### config.mk
export PLATFORM = sky130hd
export DESIGN_NAME = ula_sequenciador_flat
export DESIGN_NICKNAME = d
export VERILOG_FILES = /design/src/rtl/ula_sequenciador_pkg.sv /design/src/rtl/ula_sequenciador_if.sv /design/src/rtl/ula_sequenciador_fifo_cmd.sv /design/src/rtl/ula_sequenciador.sv /design/src/flat_wrapper.sv
export SDC_FILE = /design/constraint.sdc
export NUM_CORES = 1
export LEC_CHECK = 0
export BUFFER_PORTS_ARGS = -buffer_cell sky130_fd_sc_hd__buf_2
export CORE_MARGIN = 5
export CORE_UTILIZATION = 25
export DETAILED_ROUTE_END_ITERATION = 12
export RECOVER_POWER = 25
export SYNTH_ARGS = -nofsm -noshare
export SYNTH_HDL_FRONTEND = slang
export SYNTH_SLANG_ARGS = --single-unit
### constraint.sdc
create_clock -name clk -period 7 [get_ports clk]
set_input_delay 0 -clock clk [delete_from_list [all_inputs] [get_ports clk]]
set_output_delay 0 -clock clk [all_outputs]
set_load 0.05 [all_outputs]
### src/rtl/ula_sequenciador_pkg.sv
// ula_sequenciador_pkg
//   Shared definitions for the ULA sequencer: opcodes, FSM encodings,
//   the packed command record and a legality helper.
package ula_sequenciador_pkg;

    localparam logic [2:0] OP_ADD = 3'd0;
    localparam logic [2:0] OP_SUB = 3'd1;
    localparam logic [2:0] OP_AND = 3'd2;
    localparam logic [2:0] OP_OR  = 3'd3;
    localparam logic [2:0] OP_XOR = 3'd4;
    localparam logic [2:0] OP_MAX = 3'd4;

    localparam logic [1:0] S_IDLE = 2'd0;
    localparam logic [1:0] S_WAIT = 2'd1;
    localparam logic [1:0] S_DONE = 2'd2;

    typedef struct packed {
        logic [7:0] a;
        logic [7:0] b;
        logic [2:0] op;
    } cmd_t;

    localparam int CMD_W = $bits(cmd_t);

    // Opcodes above OP_MAX leave the ULA output undefined and are never issued.
    function automatic logic op_is_legal(input logic [2:0] op);
        return (op <= OP_MAX);
    endfunction

endpackage

### src/rtl/ula_sequenciador_if.sv
// ula_sequenciador_if
//   Command and result handshake bundle of the ULA sequencer.
//   master: control/test logic side (offers commands, consumes results)
//   slave : sequencer side (accepts commands, returns results)
//   cmd_valid/cmd_ready/cmd_a/cmd_b/cmd_op : command channel
//   res_valid/res_ready/res_data/res_err   : result channel
interface ula_sequenciador_if;
    logic       cmd_valid;
    logic       cmd_ready;
    logic [7:0] cmd_a;
    logic [7:0] cmd_b;
    logic [2:0] cmd_op;
    logic       res_valid;
    logic       res_ready;
    logic [7:0] res_data;
    logic       res_err;

    modport master (
        output cmd_valid, cmd_a, cmd_b, cmd_op, res_ready,
        input  cmd_ready, res_valid, res_data, res_err
    );

    modport slave (
        input  cmd_valid, cmd_a, cmd_b, cmd_op, res_ready,
        output cmd_ready, res_valid, res_data, res_err
    );
endinterface

### src/rtl/ula_sequenciador_fifo_cmd.sv
// ula_sequenciador_fifo_cmd
//   Synchronous command FIFO, head visible on dout without a pop cycle.
//   clk, rst_n : clock, synchronous active-low reset
//   push, din  : write request and data
//   pop, dout  : read request and current head
//   full, empty: status from registered pointers
module ula_sequenciador_fifo_cmd #(
    parameter int DEPTH = 4,
    parameter int WIDTH = 19
) (
    input  logic             clk,
    input  logic             rst_n,
    input  logic             push,
    input  logic [WIDTH-1:0] din,
    input  logic             pop,
    output logic [WIDTH-1:0] dout,
    output logic             full,
    output logic             empty
);
    localparam int AW = $clog2(DEPTH);

    logic [WIDTH-1:0] mem [DEPTH];
    // One extra pointer bit separates full from empty when the indices match.
    logic [AW:0]      wr_ptr;
    logic [AW:0]      rd_ptr;
    logic             do_push;
    logic             do_pop;

    assign empty   = (wr_ptr == rd_ptr);
    assign full    = (wr_ptr[AW] != rd_ptr[AW]) && (wr_ptr[AW-1:0] == rd_ptr[AW-1:0]);
    assign do_pop  = pop && !empty;
    // A simultaneous pop frees the slot being written, so push is allowed when full.
    assign do_push = push && (!full || do_pop);
    assign dout    = mem[rd_ptr[AW-1:0]];

    always_ff @(posedge clk) begin
        if (!rst_n) begin
            wr_ptr <= '0;
            rd_ptr <= '0;
            for (int i = 0; i < DEPTH; i++) begin
                mem[i] <= '0;
            end
        end else begin
            if (do_push) begin
                mem[wr_ptr[AW-1:0]] <= din;
                wr_ptr              <= wr_ptr + 1'b1;
            end
            if (do_pop) begin
                rd_ptr <= rd_ptr + 1'b1;
            end
        end
    end

endmodule

### src/rtl/ula_sequenciador.sv
// ula_sequenciador
//   Drives the 8-bit ULA one command at a time from a small FIFO, waits out
//   the ULA register latency and returns the result with an error flag.
//   clk, rst_n          : clock, synchronous active-low reset
//   bus (slave)         : command and result handshakes
//   alu_a, alu_b, alu_op: registered operands/opcode to the ULA
//   alu_s               : ULA result
//   busy                : command in flight or queued
//
//   state  | meaning
//   S_IDLE | waiting for a queued command; pops the head when present
//   S_WAIT | operands held on the ULA, wait counter running down
//   S_DONE | result presented until res_valid && res_ready
module ula_sequenciador
    import ula_sequenciador_pkg::*;
#(
    parameter int DEPTH   = 4,
    parameter int ALU_LAT = 2
) (
    input  logic                 clk,
    input  logic                 rst_n,
    ula_sequenciador_if.slave    bus,
    output logic [7:0]           alu_a,
    output logic [7:0]           alu_b,
    output logic [2:0]           alu_op,
    input  logic [7:0]           alu_s,
    output logic                 busy
);
    localparam int CNT_W = $clog2(ALU_LAT + 2);
    // ALU_LAT+1 edges are counted after the operands are driven; the result is
    // captured on the edge after that, one edge beyond the worst-case need.
    localparam logic [CNT_W-1:0] WAIT_LOAD = CNT_W'(ALU_LAT + 1);

    logic [1:0]       state;
    logic [CNT_W-1:0] wait_cnt;
    logic [7:0]       res_data_q;
    logic             res_err_q;

    logic             fifo_full;
    logic             fifo_empty;
    logic             fifo_push;
    logic             fifo_pop;
    logic [CMD_W-1:0] fifo_dout;
    cmd_t             head;

    assign bus.cmd_ready = !fifo_full;
    assign fifo_push     = bus.cmd_valid && !fifo_full;
    assign fifo_pop      = (state == S_IDLE) && !fifo_empty;
    assign head          = cmd_t'(fifo_dout);

    ula_sequenciador_fifo_cmd #(
        .DEPTH (DEPTH),
        .WIDTH (CMD_W)
    ) u_fifo_cmd (
        .clk   (clk),
        .rst_n (rst_n),
        .push  (fifo_push),
        .din   ({bus.cmd_a, bus.cmd_b, bus.cmd_op}),
        .pop   (fifo_pop),
        .dout  (fifo_dout),
        .full  (fifo_full),
        .empty (fifo_empty)
    );

    always_ff @(posedge clk) begin
        if (!rst_n) begin
            state      <= S_IDLE;
            wait_cnt   <= '0;
            alu_a      <= '0;
            alu_b      <= '0;
            alu_op     <= '0;
            res_data_q <= '0;
            res_err_q  <= 1'b0;
        end else begin
            case (state)
                S_IDLE: begin
                    if (!fifo_empty) begin
                        if (op_is_legal(head.op)) begin
                            alu_a    <= head.a;
                            alu_b    <= head.b;
                            alu_op   <= head.op;
                            wait_cnt <= WAIT_LOAD;
                            state    <= S_WAIT;
                        end else begin
                            // ULA is left untouched; its output is undefined for these codes.
                            res_data_q <= '0;
                            res_err_q  <= 1'b1;
                            state      <= S_DONE;
                        end
                    end
                end
                S_WAIT: begin
                    if (wait_cnt == '0) begin
                        res_data_q <= alu_s;
                        res_err_q  <= 1'b0;
                        state      <= S_DONE;
                    end else begin
                        wait_cnt <= wait_cnt - 1'b1;
                    end
                end
                S_DONE: begin
                    if (bus.res_ready) begin
                        state <= S_IDLE;
                    end
                end
                default: state <= S_IDLE;
            endcase
        end
    end

    assign bus.res_valid = (state == S_DONE);
    assign bus.res_data  = res_data_q;
    assign bus.res_err   = res_err_q;
    assign busy          = (state != S_IDLE) || !fifo_empty;

endmodule

### src/flat_wrapper.sv
// flat-port wrapper written by rule: the top's interface ports become plain ports
module ula_sequenciador_flat import ula_sequenciador_pkg::*;
#(
    parameter int DEPTH   = 4,
    parameter int ALU_LAT = 2
)
  (clk, rst_n, alu_a, alu_b, alu_op, alu_s, busy, bus_cmd_valid, bus_cmd_a, bus_cmd_b, bus_cmd_op, bus_res_ready, bus_cmd_ready, bus_res_valid, bus_res_data, bus_res_err);
  ula_sequenciador_if bus_i ();
  input  logic clk;
  input  logic rst_n;
  output logic [7:0] alu_a;
  output logic [7:0] alu_b;
  output logic [2:0] alu_op;
  input  logic [7:0] alu_s;
  output logic busy;
  input wire logic [$bits(bus_i.cmd_valid)-1:0] bus_cmd_valid;
  input wire logic [$bits(bus_i.cmd_a)-1:0] bus_cmd_a;
  input wire logic [$bits(bus_i.cmd_b)-1:0] bus_cmd_b;
  input wire logic [$bits(bus_i.cmd_op)-1:0] bus_cmd_op;
  input wire logic [$bits(bus_i.res_ready)-1:0] bus_res_ready;
  output wire logic [$bits(bus_i.cmd_ready)-1:0] bus_cmd_ready;
  output wire logic [$bits(bus_i.res_valid)-1:0] bus_res_valid;
  output wire logic [$bits(bus_i.res_data)-1:0] bus_res_data;
  output wire logic [$bits(bus_i.res_err)-1:0] bus_res_err;
  assign bus_i.cmd_valid = bus_cmd_valid;
  assign bus_i.cmd_a = bus_cmd_a;
  assign bus_i.cmd_b = bus_cmd_b;
  assign bus_i.cmd_op = bus_cmd_op;
  assign bus_i.res_ready = bus_res_ready;
  assign bus_cmd_ready = bus_i.cmd_ready;
  assign bus_res_valid = bus_i.res_valid;
  assign bus_res_data = bus_i.res_data;
  assign bus_res_err = bus_i.res_err;
  ula_sequenciador #(.DEPTH(DEPTH), .ALU_LAT(ALU_LAT)) u_core (.clk(clk), .rst_n(rst_n), .bus(bus_i), .alu_a(alu_a), .alu_b(alu_b), .alu_op(alu_op), .alu_s(alu_s), .busy(busy));
endmodule
* Yosys cells after proc, flatten, opt, wreduce, memory -nomap -nowiden
Memories as Yosys holds them, arrays and structs flattened. A register that Yosys moved wholly into a read port is not among the register bits.
Cells that the tools add are included.
** Cells by class
- Add/sub/neg operators :: 3
- Magnitude comparators :: 1
- Reduce and logical (&&, ||, !) cells :: 18
- Mux-type cells :: 26
- Equal/unequal tests :: 11
- Bitwise logic cells :: 1
** Operators with widths (count)
- $mux W8 :: 3
- $mux W2 :: 10
- $mux W19 :: 1
- $reduce_or A19 Y1 :: 1
- $pmux W8 S2 :: 1
- $ne A2 B2 Y1 const B :: 5
- $mux W1 :: 8
- $reduce_and A4 Y1 :: 2
- $add A3 B1 Y3 const B :: 2
- $pmux W2 S3 :: 1
- $reduce_and A3 Y1 :: 2
- $logic_and A1 B1 Y1 :: 5
- $logic_not A2 Y1 :: 2
- $pmux W2 S2 :: 1
- $reduce_bool A2 Y1 :: 2
- $eq A3 B3 Y1 :: 1
- $le A3 B3 Y1 const B :: 1
- $eq A2 B1 Y1 const B :: 1
- $eq A2 B2 Y1 :: 1
- $eq A2 B2 Y1 const B :: 1
- $logic_not A1 Y1 :: 2
- $logic_or A1 B1 Y1 :: 2
- $ne A2 B1 Y1 const B :: 1
- $pmux W1 S2 :: 1
- 3 further kinds :: 3
** Word-level totals
- Input bits :: 31
- Memories kept :: 1
- Word-level logic and storage cells :: 70
- Register bits :: 38
- Memory bits (writable) :: 76
- Output and inout bits :: 31
** Memories
- u_core.u_fifo_cmd.mem :: words 4, bits a word 19, read ports 1, clocked after Yosys merged registers in 1, wr ports 4, line ula_sequenciador_fifo_cmd.sv:22 : logic [WIDTH-1:0] mem [DEPTH];

* Depth between registers and ports, before layout
Gate-level depths: netlist (run 1).
- Word-level depth :: 11
- Depth in mapped cells :: 7
- Mapped depth without buffers :: 6

* Modules after synthesis
A second synthesis (run 1) with hierarchy kept.
** Second synthesis, totals
- Cells, all modules :: 429
- Area, all modules :: 5631.7 sq um
** By module, submodules not included
- ula_sequenciador_fifo_cmd :: cells each 267, area each 4156.5 sq um, instances 1
- ula_sequenciador :: cells each 162, area each 1475.2 sq um, instances 1

* Worst setup path after synthesis (run 1)
OpenSTA, ideal clock, no wires.
- Path kind :: flip-flop to flip-flop
- Start point :: reg u_core.u_fifo_cmd.wr_ptr[0]
- End point :: mem u_core.u_fifo_cmd.mem[3][0] (enable)
- Clock period less this slack :: 2835 ps
- Slack :: 4165 ps
- Arrival time :: 2414 ps
- Library setup time :: 421 ps
- Stages on the path, launching flop included :: 4
- Path through :: dfxtp_1 > xor2_1 > o31ai_1 > o21ai_0
** RTL lines
- start: declaration :: line ula_sequenciador_fifo_cmd.sv:24 : logic [AW:0] wr_ptr;
- start signal: assignment :: line ula_sequenciador_fifo_cmd.sv:46 : wr_ptr <= wr_ptr + 1'b1;
- end: declaration :: line ula_sequenciador_fifo_cmd.sv:22

==> summary.txt, run 1 <==
Outcome
  – Status: finished, final reports clean

Layout
  – Ant diodes: 0
  – Most frequent cells in the layout: 76 x edfxtp_1, 67 x and2_1, 48 x nand2_1, 40 x dfxtp_1, 33 x clkbuf_1
  – Area grow syn2layout: 27.6%
  – Commonest non-fill, non-tap cell in the layout: edfxtp_1
  – Layout cells sized above 1: 17.7%
  – Final net count: 500

Yosys
  – Synth unique cells: 35
  – Synthesized netlist net count: 412
  – Synth Register Bits: 116
  – Synth Cell Area: 5010 um2
  – Yosys warns: 0
  – Top cells by area, synth: edfxtp_1 46%, dfxtp_1 16%, and2_1 9.6%
  – Syn avg cell area: 13.3 um2
  – Yosys top cell area share: 45.6%
  – Mapped Cells: 378
  – Area leader, netlist: edfxtp_1
  – Seq/Total Area, Yosys: 61.6%

Flow run
  – Max cap viols: 0

Worst setup path
  – Crit path DAT: 3.65 ns
  – Reg2reg start: u_core.u_fifo_cmd.wr_ptr[0]
  – Worst-case reg-to-reg path depth: 4
  – Crit path max fanout: 22
  – Setup crit end kind: register
  – CP startpoint kind: register
  – Critical path class: reg -> reg
  – Critical Path Source: u_core.u_fifo_cmd.wr_ptr[0]
  – Required time worst endpoint: 7.04 ns

Clock tree
  – H-tree levels: 4
  – Clk slew on worst S/H paths: 0.05 ns
  – CTS Root Cell: clkbuf_16
  – Clk Latency, worst-skew pair: 0.42 ns
  – Num CTS Buffers: 17
  – CTS tree: built
  – Max clock buf depth: 2
  – CTS sink cnt: 116

Drt
  – Wire per inst: 15.2 um
  – Vias/cell: 4.29
  – Total wire length: 11300 um
  – Drt pass-1 iters: 4
  – DRT iter0 DRCs: 143
  – Via count: 3190
  – Post-DRT Antenna Nets: 0
  – Drt drc: 0

Timing
  – Setup-failing EPs final: 0
  – Slew HR: 22.4%
  – Final worst path period need: 3.62 ns
  – FMAX: 277 MHz
  – Final hold vios: 0
  – Period utilization: 51.7%
  – Clk_skew: 0.0145 ns
  – Worst Max-Slew Pin Slew: 1.16 ns
  – RSZ-0062 raised after global routing: no
  – Setup TNS: 0 ns
  – Count of pins over their slew limit: 0

Pwr
  – Switching power: 868 uW
  – Pwr Density: 389 nW/um2
  – Power share of the combinational group: 29.4%
  – Clock share of power: 34.2%
  – Switching share of power: 34.9%
  – Max VDD drop: 0.149 mV
  – Static Leak: 0.00240 uW
  – Sequential share of power: 36.5%
  – Power, Total: 2490 uW
  – Internal power: 1620 uW

Placement
  – Hpwl dp: 7680 um
  – GP Congestion: 0.728
  – IO Port Bufs: 61

Global routing
  – Met2 usage: 17.5%
  – Vias in the first global route: 3346
  – Total Routing Usage GR: 10.4%
  – GRT met3 Usage: 4.07%
  – Largest net degree at the start of global routing: 47
  – GRT Residual Overflow: 0
  – Top Usage Layer GRT: met2
  – Met1 Use GR: 12.4%
  – Initial antenna violation count: 0
  – First-pass GRT wire length: 17900 um

Die
  – I/O pin cnt: 62
  – Row cnt: 51
  – Initial Utilization: 25.6%
  – Die width: 152 um
  – Die ar.: 23000 um2
  – Core box area: 19600 um2
  – Die height: 152 um

Min path
  – Hold Crit Depth: 3
  – Worst hold path class: in -> reg
  – Hold_sp: rst_n
==> area by class of cell <==
class	instances	area, um2
Clock inverter	10	95.1
Inverter	4	15.0
Tap cell	265	332
Timing Repair Buffer	93	579
Multi-Input combinational cell	234	1790
Clock buffer	22	497
Sequential cell	116	3080
Fill cell	1944	13200
==> layer usage <==
layer | vias to the layer above | part of all wire [%]
met2 | 79 | 50
li1 | 1537 | -
met1 | 1566 | 43
met3 | 8 | 6.2
met5 | - | 0
met4 | 0 | 0.97
==> worst max-delay path, stage by stage (launching register included) <==
cell	delay [ns]
dfxtp_1	0.46
xor2_1	0.49
o311a_1	0.77
and3b_1	0.67
nand2b_1	0.85
==> kinds of logic (layout without fill, tap and decap cells) <==
family | after synthesis | after routing | synth area share, %
AND/OR/NAND/NOR | 154 | 154 | 16.6
flip-flops | 116 | 116 | 61.6
multiplexers | 39 | 39 | 12.5
AO/OA/AOI/OAI | 30 | 30 | 4.45
buffers and inverters | 28 | 129 | 2.75
XOR/XNOR | 8 | 8 | 1.40
adder cells (fa/ha/maj) | 3 | 3 | 0.750
==> sequential cells by signal (all words and copies together) (netlist names), 3 cells and up, named ones only <==
register / flops
u_core.alu_op: 3
u_core.u_fifo_cmd.wr_ptr: 3
u_core.alu_b: 8
u_core.alu_a: 8
u_core.u_fifo_cmd.mem: 76
u_core.bus.res_data: 8
u_core.u_fifo_cmd.rd_ptr: 3
==> final timing paths <==
| kind | slack [ns] | endpoint |
|---|---|---|
| max | 3.38 | u_core.u_fifo_cmd.mem[1][3] |
| max reg2reg | 3.38 | u_core.u_fifo_cmd.mem[1][3] |
| min | 0.21 | u_core.wait_cnt[0] |
| min reg2reg | 0.44 | u_core.alu_op[2] |
==> power groups by stage <==
stage / registers (uW) / clock network [uW] / logic [uW]
final: 907 / 850 / 730
after global routing: 922 / 906 / 792
after CTS: 907 / 869 / 758
after detailed placement: 920 / 0 / 744
after global placement: 914 / 0 / 723
after floorplan: 1050 / 0 / 456
==> synthesized netlist by cell type <==
cell type  instances
nor2_1            11
or2_1              1
mux4_2            19
nor2b_1            1
a311oi_1           8
clkbuf_1          18
buf_2              2
nor4_1             2
and2_1            77
nor3b_2            1
xnor2_1            2
or3_1              1
o21ai_0            2
nor3b_1            2
o311ai_0           2
o31a_1             1
edfxtp_1          76
and3b_1            3
a22o_1             1
o311a_1            1
mux2i_1           20
o21a_1             1
clkinv_1           1
a32o_1             1
o31ai_1            2
a221oi_2           1
xor2_1             6
buf_6              4
a21oi_1           10
inv_1              3
dfxtp_1           40
nand2b_1           5
nand2_1           48
nor3_1             2
ha_1               3
==> repair_timing <==
item,CTS,global route
hold buffers,29,0
gates resized for setup,0,0
endpoints found under the hold margin,86,0
buffers inserted,0,0
==> stage by stage <==
step / setup slack, ns / utilization, % / area (um2) / std cells / hold slack, ns
after floorplan: 4.16 / - / 5010 / 378 / 0.153
after global placement: 3.62 / 28.3 / 5550 / 683 / 0.278
after detailed placement: 3.43 / 28.3 / 5550 / 683 / 0.284
after CTS: 3.39 / 32.8 / 6430 / 744 / 0.179
after global routing: 3.13 / 32.6 / 6390 / 744 / 0.249
final: 3.38 / 32.6 / 6390 / 744 / 0.207
Note: power is estimated with default switching activity, not from simulation.
==> run 2: changes to the inputs <==
- clock period: 7 -> 3.7 ns (I/O delays scaled with it)
==> summary.txt, run 2 (synthesis gave the netlist of run 1 again) <==
Outcome
  – Status: finished, final reports clean

Timing
  – Worst Max-Slew Pin Slew: 0.737 ns (-0.428 ns)
  – Period utilization: 76.9% (+25 points)
  – RSZ-0062 raised after global routing: no
  – Count of pins over their slew limit: 0 (unchanged)
  – Final worst path period need: 2.84 ns (-0.772 ns)
  – Setup TNS: 0 ns (unchanged)
  – Slew HR: 50.9% (+29 points)
  – Final hold vios: 0 (unchanged)
  – Setup-failing EPs final: 0 (unchanged)
  – Clk_skew: 0.0116 ns (-0.00299 ns)
  – FMAX: 352 MHz (+27%)

Layout
  – Area grow syn2layout: 30.2%
  – Fillers: 1946 (+0.10%)
  – Multi-input logic area: 1790 um2 (unchanged)
  – Post-layout util: 33.3% (+0.66 points)
  – Seq. cell area: 3080 um2 (unchanged)
  – Commonest non-fill, non-tap cell in the layout: edfxtp_1
  – Max reg flops: 76 (unchanged)
  – Biggest register: u_core.u_fifo_cmd.mem
  – Most frequent cells in the layout: 76 x edfxtp_1, 69 x and2_1, 48 x nand2_1, 40 x dfxtp_1
  – Ant diodes: 0 (unchanged)
  – Final net count: 510 (+2.0%)
  – Final std cells w/o fill: 754 (+1.3%)
  – Layout cells sized above 1: 19.6% (+1.9 points)

Die
  – Die ar.: 23000 um2 (unchanged)
  – I/O pin cnt: 62 (unchanged)
  – Row cnt: 51 (unchanged)
  – Core box area: 19600 um2 (unchanged)
  – Die height: 152 um (unchanged)
  – Die width: 152 um (unchanged)
  – Initial Utilization: 25.6% (unchanged)

Clock tree
  – CTS Root Cell: clkbuf_16
  – Resized Gates After CTS: 0 (unchanged)
  – # hold bufs at CTS: 29 (unchanged)
  – Num CTS Buffers: 17 (unchanged)
  – Clk Latency, worst-skew pair: 0.42 ns (about the same)
  – Clk slew on worst S/H paths: 0.05 ns (about the same)
  – CTS sink cnt: 116 (unchanged)
  – H-tree levels: 4 (unchanged)
  – Postcts setup bufs: 0 (unchanged)
  – Max clock buf depth: 2 (unchanged)
  – CTS tree: built

Global routing
  – Largest net degree at the start of global routing: 46 (-2.1%)
  – First-pass GRT wire length: 17500 um (-1.9%)
  – Vias in the first global route: 3301 (-1.3%)
  – GRT Residual Overflow: 0 (unchanged)
  – Initial antenna violation count: 0 (unchanged)
  – Total Routing Usage GR: 10.3% (-0.13 points)

Drt
  – Via count: 3176 (-0.44%)
  – Drt pass-1 iters: 4 (unchanged)
  – Total wire length: 11300 um (about the same)
  – Post-DRT Antenna Nets: 0 (unchanged)
  – Vias/cell: 4.21 (-1.8%)
  – DRT iter0 DRCs: 172 (+20%)
  – Drt drc: 0 (unchanged)
  – Wire per inst: 15.0 um (-1.3%)

Worst setup path
  – Crit path max fanout: 22 (unchanged)
  – CP startpoint kind: register
  – Crit path largest cell delay: 0.47 ns (-0.38 ns)
  – Crit path DAT: 2.95 ns (-0.70 ns)
  – Slowest-stage cell, CP: xor2_1
  – Cell mode on critical path: buf_4
  – Setup crit end kind: register
  – Worst-path cell chain: xor2_1 > o311a_1 > buf_4 > and3b_1 > buf_4 > nand2b_1 > buf_4
  – Required time worst endpoint: 3.81 ns (-3.23 ns)
  – Critical path class: reg -> reg

Min path
  – Worst hold path class: in -> reg

Pwr
  – Power, Total: 4820 uW (+94%)
  – Pwr Density: 739 nW/um2 (+90%)
  – Static Leak: 0.00248 uW (+3.3%)
  – Max VDD drop: 0.327 mV (+120%)

Placement
  – GP Congestion: 0.754 (+3.6%)
  – Placed cells: 693 (+1.5%)
  – IO Port Bufs: 61 (unchanged)
  – Hpwl dp: 7720 um (+0.52%)

Flow run
  – Max cap viols: 0 (unchanged)
## run 2: per-stage QoR
stage	worst slack, ns	hold slack [ns]	area (um2)
after floorplan	0.865	0.153	5010
after global placement	1.02	0.276	5640
after detailed placement	0.881	0.282	5640
after CTS	0.857	0.159	6560
after global routing	0.648	0.182	6520
final	0.856	0.182	6520
## run 2: area by class of cell
class / instances / area share (%)
sequential: 116 / 47.3
inverter: 4 / 0.230
tap: 265 / 5.08
clock buffer: 26 / 8.31
timing repair buffer: 103 / 10.3
clock inverter: 6 / 1.36
multi-input combinational: 234 / 27.5
## run 2: routing by layer
layer | global-route usage, % | wire length [um]
met1 | 12.4 | 5040
met2 | 17.0 | 5560
met3 | 4.19 | 634
met4 | 2.83 | 70
met5 | 0 | 0
## run 2: critical path: cells and delay by family (launching register included)
family	cells	cell delay [ns]
AOI/OAI and AO/OA	1	0.25
buffers and inverters	3	0.76
DFF	1	0.46
xor gates and xnor gates	1	0.47
and+or+nand+nor	2	0.59
## run 2: final timing paths
| path | startpoint | to | slack [ns] | depth (start not counted) |
|---|---|---|---|---|
| worst max-delay path | u_core.u_fifo_cmd.wr_ptr[0] | u_core.u_fifo_cmd.mem[1][0] | 0.86 | 7 |
| worst max register to register | u_core.u_fifo_cmd.wr_ptr[0] | u_core.u_fifo_cmd.mem[1][0] | 0.86 | 7 |
| worst min register to register | u_core.alu_op[2] | u_core.alu_op[2] | 0.45 | 2 |
| worst min-delay path | rst_n | u_core.wait_cnt[0] | 0.18 | 4 |
## run 2: power by group
group | switching (uW) | total, uW | leakage, uW | internal (uW)
logic | 931 | 1410 | 0.00106 | 483
registers | 120 | 1700 | 0.00112 | 1580
clock network | 568 | 1710 | 0.000303 | 1140
total | 1620 | 4820 | 0.00248 | 3200
==> run 3: changes to the inputs <==
- ABC_AREA: default -> 1
- clock period: 3.7 -> 2.64 ns (I/O delays scaled with it)
==> summary.txt, run 3 <==
Clock tree
  – Max clock buf depth: 2 (unchanged)
  – CTS Root Cell: clkbuf_16
  – # hold bufs at CTS: 21 (-28%)
  – Num CTS Buffers: 17 (unchanged)
  – Clk Latency, worst-skew pair: 0.41 ns (about the same)
  – CTS tree: built
  – H-tree levels: 4 (unchanged)
  – Clk slew on worst S/H paths: 0.05 ns (about the same)
  – Postcts setup bufs: 0 (unchanged)
  – CTS sink cnt: 116 (unchanged)
  – Resized Gates After CTS: 0 (unchanged)

Die
  – Initial Utilization: 25.5% (about the same)
  – Core box area: 21200 um2 (+8.3%)
  – I/O pin cnt: 62 (unchanged)
  – Die ar.: 24700 um2 (+7.7%)
  – Die height: 157 um (+3.8%)
  – Die width: 157 um (+3.8%)
  – Row cnt: 53 (+3.9%)

Yosys
  – Top cells by area, synth: edfxtp_1 42%, dfxtp_1 15%, nor3_2 11%
  – Synth unique cells: 29 (-17%)
  – Commonest cells post-synth: 101 x nor2_1, 83 x nand2_1, 76 x edfxtp_1
  – Synth Cell Area: 5420 um2 (+8.2%)
  – Yosys warns: 0 (unchanged)
  – Syn avg cell area: 9.73 um2 (-27%)
  – Top-count cell post-synth: nor2_1
  – Yosys top cell area share: 42.1% (-3.5 points)
  – Seq/Total Area, Yosys: 56.9% (-4.7 points)
  – Synth Register Bits: 116 (unchanged)
  – Async set-reset flop share out of synthesis: 0% (unchanged)
  – EDFF count, synth: 76 (unchanged)
  – Synthesized netlist net count: 591 (+43%)
  – Mapped Cells: 557 (+47%)
  – Main synth FF type: edfxtp_1
  – Area leader, netlist: edfxtp_1

Drt
  – Wire per inst: 13.5 um (-9.9%)
  – Total wire length: 12600 um (+11%)
  – Drt pass-1 iters: 4 (unchanged)
  – DRT iter0 DRCs: 269 (+56%)
  – Post-DRT Antenna Nets: 0 (unchanged)
  – Drt drc: 0 (unchanged)
  – Vias/cell: 4.24 (+0.58%)
  – Via count: 3940 (+24%)

Timing
  – FMAX: 485 MHz (+38%)
  – Period utilization: 78.1% (+1.2 points)
  – Setup-failing EPs final: 0 (unchanged)
  – Clk_skew: 0.00851 ns (-0.00304 ns)
  – Count of pins over their slew limit: 0 (unchanged)
  – Final worst path period need: 2.06 ns (-0.783 ns)
  – Worst Max-Slew Pin Slew: 1.04 ns (+0.303 ns)
  – RSZ-0062 raised after global routing: no
  – Final hold vios: 0 (unchanged)
  – Slew HR: 30.7% (-20 points)
  – Setup TNS: 0 ns (unchanged)

Worst setup path
  – Buf+Inv Stages, Crit Path: 2 (-1)
  – CP startpoint kind: register
  – Crit path largest cell delay: 0.35 ns (-0.12 ns)
  – Crit path max fanout: 20 (-9.1%)
  – Worst-path cell chain: xnor2_1 > nand3b_4 > nand3_1 > buf_4 > nor2_1 > o21ai_1 > buf_4
  – Cell mode on critical path: buf_4
  – Required time worst endpoint: 2.73 ns (-1.08 ns)
  – Slowest-stage cell, CP: dfxtp_1
  – CP delay by family, top: buffers and inverters
  – Critical path class: reg -> reg
  – Crit path DAT: 2.15 ns (-0.80 ns)
  – Setup crit end kind: register

Min path
  – Worst hold path class: in -> reg

Layout
  – Seq. cell area: 3080 um2 (unchanged)
  – Area grow syn2layout: 24.3%
  – Max reg flops: 76 (unchanged)
  – Fillers: 2222 (+14%)
  – Ant diodes: 0 (unchanged)
  – Most frequent cells in the layout: 101 x nor2_1, 84 x nand2_1, 76 x edfxtp_1, 57 x nor3_2, 51 x inv_1
  – Multi-input logic area: 1930 um2 (+7.6%)
  – Post-layout util: 31.7% (-1.5 points)
  – Layout cells sized above 1: 22.9% (+3.3 points)
  – Commonest non-fill, non-tap cell in the layout: nor2_1
  – Final net count: 676 (+33%)
  – Biggest register: u_core.u_fifo_cmd.mem

Global routing
  – Vias in the first global route: 3840 (+16%)
  – Largest net degree at the start of global routing: 39 (-15%)
  – Initial antenna violation count: 0 (unchanged)
  – First-pass GRT wire length: 20400 um (+16%)
  – GRT Residual Overflow: 0 (unchanged)
  – Total Routing Usage GR: 10.6% (+0.34 points)

Outcome
  – Status: finished, final reports clean

Pwr
  – Static Leak: 0.00269 uW (+8.4%)
  – Pwr Density: 1120 nW/um2 (+51%)
  – Max VDD drop: 0.488 mV (+49%)

Placement
  – IO Port Bufs: 61 (unchanged)
  – GP Congestion: 0.740 (-1.9%)
  – Hpwl dp: 8700 um (+13%)

Flow run
  – Max cap viols: 0 (unchanged)
[run 3: cell types whose count changed after synthesis, moves of 14 or more]
cell,delta
and2_1,-77
inv_1,+48
mux2i_1,-20
mux4_2,-19
nand2_1,+35
nand3_1,+14
nor2_1,+90
nor3_2,+57
o21ai_0,+38
o22ai_1,+16
[run 3: worst paths after layout]
path / depth (start not counted) / slack (ns) / from / to
min: 3 / 0.009 / bus_cmd_b[5] / u_core.u_fifo_cmd.mem[3][8]
min reg2reg: 2 / 0.46 / u_core.wait_cnt[1] / u_core.wait_cnt[1]
max: 7 / 0.58 / u_core.u_fifo_cmd.rd_ptr[0] / u_core.u_fifo_cmd.mem[1][15]
max reg2reg: 7 / 0.58 / u_core.u_fifo_cmd.rd_ptr[0] / u_core.u_fifo_cmd.mem[1][15]
[run 3: cells by family (layout without fill, tap and decap cells)]
logic type	count (synthesis)	count (layout)	synth area share, %
AND/OR/NAND/NOR	269	269	26.8
flip-flops	116	116	56.9
buffers and inverters	88	186	7.20
AO/OA/AOI/OAI	77	77	7.55
XOR/XNOR	4	4	0.923
adder cells (fa/ha/maj)	3	3	0.692
[run 3: worst register-to-register path, stage by stage (launching register included)]
cell and delay (ns):
dfxtp_1 0.35, xnor2_1 0.33, nand3b_4 0.13, nand3_1 0.12
buf_4 0.26, nor2_1 0.08, o21ai_1 0.16, buf_4 0.29
[run 3: through the flow]
stage	hold slack (ns)	cell area [um2]	cells	setup WS, ns	total power [uW]
finish	0.00934	6740	930	0.579	7520
global route	0.0386	6740	930	0.358	8070
CTS	0.000494	6800	930	0.681	7680
detailed placement	0.271	6020	877	0.705	5460
global placement	0.278	6020	877	0.735	5420
floorplan	0.166	5420	557	0.0338	4870
[run 3: layout make-up]
class | instances | share of cell area, %
Sequential cell | 116 | 45.8
Clock buffer | 20 | 7.43
Inverter | 54 | 3.01
Clock inverter | 12 | 1.06
Tap cell | 275 | 5.11
Timing Repair Buffer | 100 | 9.01
Multi-Input combinational cell | 353 | 28.6
[run 3: report_power, final]
group          switching (uW)  total [uW]  internal (uW)  leakage (uW)
logic                    2170        2900            736       0.00127
clock network             806        2160           1360      0.000295
registers                 170        2460           2290       0.00112
total                    3140        7520           4380       0.00269
[run 3: per-layer routing]
layer  global-route usage [%]  up-vias  share of wire [%]
met1                     14.1     1817                 48
met2                     16.5       74                 46
met5                        0        -                  0
met4                     4.06        0                1.8
li1                         -     2032                  -
met3                     2.94       17                4.9
